==> config.mk <==
export PLATFORM = sky130hd
export DESIGN_NAME = inst_loader
export DESIGN_NICKNAME = d
export VERILOG_FILES = /design/src/rtl/inst_loader.sv
export SDC_FILE = /design/constraint.sdc
export NUM_CORES = 1
export LEC_CHECK = 0
export CORE_MARGIN = 5
export CORE_UTILIZATION = 52
export CTS_CLUSTER_DIAMETER = 150
export DETAILED_ROUTE_END_ITERATION = 10
export PLACE_DENSITY = 0.77
export SLEW_MARGIN = 20
export SYNTH_ARGS = -nofsm -noshare
export SYNTH_HDL_FRONTEND = slang
export SYNTH_SLANG_ARGS = --single-unit
==> constraint.sdc <==
create_clock -name clk -period 2.3 [get_ports clk]
set_clock_uncertainty 0.05 [all_clocks]
set_input_delay 0.46 -clock clk [delete_from_list [all_inputs] [get_ports clk]]
set_output_delay 0.46 -clock clk [all_outputs]
set_load 0.1 [all_outputs]
==> src/rtl/inst_loader.sv <==
// inst_loader: boot-time loader that packs UART bytes big-endian into 32-bit words and writes them to instruction memory
//   clk, rst         clock and synchronous active-high reset
//   mode             core mode; 3'd1 selects LOAD
//   rx_data/valid    received byte and its valid flag; rx_ready accepts it (COLLECT only)
//   wr_en/addr/data  instruction-memory write port, one strobe per word
//   word_count       words written this load, terminator included
//   done, err        load finished / fault code (1 overflow, 2 timeout, 3 aborted)
module inst_loader #(
   parameter int          ADDR_W   = 14,
   parameter logic [31:0] END_WORD = 32'h0000_003F,
   parameter int          TIMEOUT  = 868000
) (
   input  logic              clk,
   input  logic              rst,
   input  logic [2:0]        mode,
   input  logic [7:0]        rx_data,
   input  logic              rx_valid,
   output logic              rx_ready,
   output logic              wr_en,
   output logic [ADDR_W-1:0] wr_addr,
   output logic [31:0]       wr_data,
   output logic [ADDR_W:0]   word_count,
   output logic              done,
   output logic [1:0]        err
);
   localparam int TW = $clog2(TIMEOUT + 1);
   typedef enum logic [2:0] {S_IDLE, S_COLLECT, S_WRITE, S_DONE, S_ERROR} state_t;
   state_t        r_state, w_next;
   logic [1:0]    r_idx;
   logic [TW-1:0] r_timer;
   logic          w_load, w_accept, w_timeout;
   assign w_load    = mode == 3'd1;
   assign rx_ready  = r_state == S_COLLECT;
   assign w_accept  = rx_valid && rx_ready;
   // the idle timer only runs inside a partial word; an accept in the same cycle wins
   assign w_timeout = !w_accept && r_idx != 2'd0 && r_timer == TW'(TIMEOUT - 1);
   always_comb begin
      w_next = r_state;
      case (r_state)
         S_IDLE:    w_next = w_load ? S_COLLECT : S_IDLE;
         S_COLLECT: w_next = !w_load ? S_ERROR :
                             (w_accept && r_idx == 2'd3) ? S_WRITE :
                             w_timeout ? S_ERROR : S_COLLECT;
         S_WRITE:   w_next = (wr_data == END_WORD) ? S_DONE : (&wr_addr) ? S_ERROR : S_COLLECT;
         default:   w_next = w_load ? r_state : S_IDLE;
      endcase
   end
   always_ff @(posedge clk) begin
      if (rst) begin
         r_state    <= S_IDLE;
         r_idx      <= 2'd0;
         r_timer    <= '0;
         wr_en      <= 1'b0;
         wr_addr    <= '0;
         wr_data    <= '0;
         word_count <= '0;
         done       <= 1'b0;
         err        <= 2'd0;
      end else begin
         r_state <= w_next;
         wr_en   <= w_next == S_WRITE;
         case (r_state)
            S_IDLE: if (w_load) begin
               wr_addr    <= '0;
               word_count <= '0;
               r_idx      <= 2'd0;
               r_timer    <= '0;
               done       <= 1'b0;
               err        <= 2'd0;
            end
            S_COLLECT: begin
               // an abort discards the partial word, including a byte offered in the same cycle
               if (!w_load) err <= 2'd3;
               else if (w_accept) begin
                  wr_data <= {wr_data[23:0], rx_data};
                  r_idx   <= r_idx + 2'd1;
                  r_timer <= '0;
               end else if (w_timeout) err <= 2'd2;
               else if (r_idx != 2'd0) r_timer <= r_timer + TW'(1);
            end
            S_WRITE: begin
               word_count <= word_count + 1'b1;
               if (wr_data == END_WORD) done <= 1'b1;
               else if (&wr_addr) err <= 2'd1;
               else wr_addr <= wr_addr + ADDR_W'(1);
            end
            default: ;
         endcase
      end
   end
endmodule

==> results.cfg <==
[placed_design]
io_buffers = 79
hpwl_um = 7520
gp_congestion = 0.854
dpl_cell_area_um2 = 5080
placed_cells = 694
pre_cts_ws_ps = -103

[finish]
seqCellArea_um2 = 1840
final_util = 0.681
antenna_cells = 0
fin_cells = 710
multi_input_area_um2 = 2190
synthToLayoutAreaGrowth_pct = 27.3
layout-drive-gt1-share = 0.271
nets = 622
fin_area_um2 = 5290
fill_cells = 656

[synth]
syn_nets = 527
yosysTopAreaCellShare = 0.433
yosysWarnings = 0
synth-seq-cells = 90
syn_area_um2 = 4160
yosysSeqAreaShare = 0.433
netlist_top_cells_count = nand2_1 (99), dfxtp_1 (90), a21oi_1 (59)
avgSynthCellArea_um2 = 8.19
synthFlopType = dfxtp_1
yosysMostFrequentCell = nand2_1
synth_cell_types = 56
syn-instance-count = 508
ys_top_cells_by_area = dfxtp_1 (43%), nand2_1 (8.9%), a21oi_1 (7.1%)
yosysTopAreaCell = dfxtp_1
synth_edf_count = 0
async_reset_ff_frac = 0

[sta]
period_needed_ps = 2130
hold_slack_ps = 411
rsz0062_at_grt = no
finalMaxSlewViolations = 0
fin_ws_ps = 167
max_slew.worst_pin.slew_ps = 599
setup_violations = 0
fin_tns_setup_ps = 0
hold_viol = 0
period_share = 0.928
slew_headroom = 0.597
max_freq_mhz = 469

[drt]
routed_wl_um = 10500
initialDrtViolationCount = 262
wl_per_cell_um = 14.7
firstDrtPassIters = 5
vias = 3971
drc_errors = 0
viasPerCell = 5.59
ant_nets = 0

[global_routing]
grt_pass1_wl_um = 17400
grt_pass1_vias = 3710
antenna_found_initial = 0
track_usage = 0.211
grt_overflow = 0
grt_max_degree = 35

[power_and_ir_drop]
ir_drop_v = 0.000282
power.leakage_nw = 1.99
total_power_mw = 2.88
power_density_nw_per_um2 = 544

[cts]
ctsHoldBuffers = 0
cts_inserted_buffers = 9
post_cts_resized = 0
cts_root_buffer = clkbuf_8
insertion_delay_ps = 360
postCtsSetupBuffers = 0
clock_sinks = 90
path_clk_slew_ps = 100
tritoncts = built
h-tree-depth = 3
cts.path.max_buffers = 2

[critical_path]
crit_buf_inv = 0
path_max_fanout = 7
crit_chain = nor4_1 -> nand2_1 -> or3_1 -> and4_1 -> a211oi_1 -> a31o_2
max_stage_delay_ps = 490
critPathKind = register to register
start_kind = register
cp-end-kind = register
cp_data_arrival_time_ps = 2380
cp_top_family = simple AND/OR/NAND/NOR gates
cp.required_ps = 2540
crit_slowest_cell = or3_1

[die]
coreArea_um2 = 7770
die_width_um = 99.4
top_level_ports = 80
die_h_um = 99.4
row_count = 32
die-area_um2 = 9890
start_util = 0.535

[job]
maxCapViolations = 0

[hold_path]
min_path_type = primary input to register

[run_status]
status = finished, final reports clean
## cell type report
cell class / instances / share of cell area
flip-flops and latches: 90 / 0.348
clock buffers: 9 / 0.0234
repair buffers: 110 / 0.168
well taps: 102 / 0.0241
inverters: 9 / 0.00638
multi-input cells: 383 / 0.414
clock inverters: 7 / 0.0158
## sequential cells by signal, indices dropped and copies added, names as in the netlist
name,flops
wr_en,1
r_idx,2
word_count,15
err,2
wr_addr,14
r_timer,20
done,1
wr_data,32
r_state,3
## logic make-up after synthesis
kind of cell | after synthesis | synth area share
XOR/XNOR | 26 | 0.0548
AO/OA/AOI/OAI | 107 | 0.160
buffers and inverters | 35 | 0.0415
AND/OR/NAND/NOR | 243 | 0.291
adder cells (fa/ha/maj) | 5 | 0.0150
flip-flops | 90 | 0.433
multiplexers | 2 | 0.00511
## final timing paths
path	start	end	slack, ps	cells after the start
hold reg to reg	wr_data[0]$_SDFFE_PP0P_	wr_data[8]$_SDFFE_PP0P_	420	2
setup reg to reg	wr_data[16]$_SDFFE_PP0P_	wr_addr[9]$_SDFFE_PP0P_	170	6
hold / removal	rst	wr_data[24]$_SDFFE_PP0P_	410	2
setup / recovery	wr_data[16]$_SDFFE_PP0P_	wr_addr[9]$_SDFFE_PP0P_	170	6
## per-layer routing
| metal | wire, µm | global-route usage |
|---|---|---|
| met1 | 4760 | 0.282 |
| met2 | 5060 | 0.337 |
| met3 | 501 | 0.0400 |
| met4 | 136 | 0.0798 |
| met5 | 0 | 0 |
## cell usage in the layout (no fill, tap or decap), drive strengths merged, types with 8 or more instances in the layout
| cell | n |
|---|---|
| nor4 | 11 |
| buf | 98 |
| clkbuf | 9 |
| dfxtp | 90 |
| o21ai | 11 |
| a21oi | 59 |
| nand4 | 12 |
| xor2 | 18 |
| and4 | 10 |
| nand2 | 99 |
| nor3 | 9 |
| inv | 14 |
| nand3 | 21 |
| nor2 | 52 |
| clkdlybuf4s50 | 12 |
| xnor2 | 8 |
## report_power, final
group / internal [mW] / total, mW / switching [mW] / leakage, nW
clock: 0.528 / 1.15 / 0.624 / 0.108
combinational: 0.0605 / 0.163 / 0.102 / 1.14
sequential: 1.56 / 1.57 / 0.00426 / 0.742
Power figures use the tool's default switching activity.
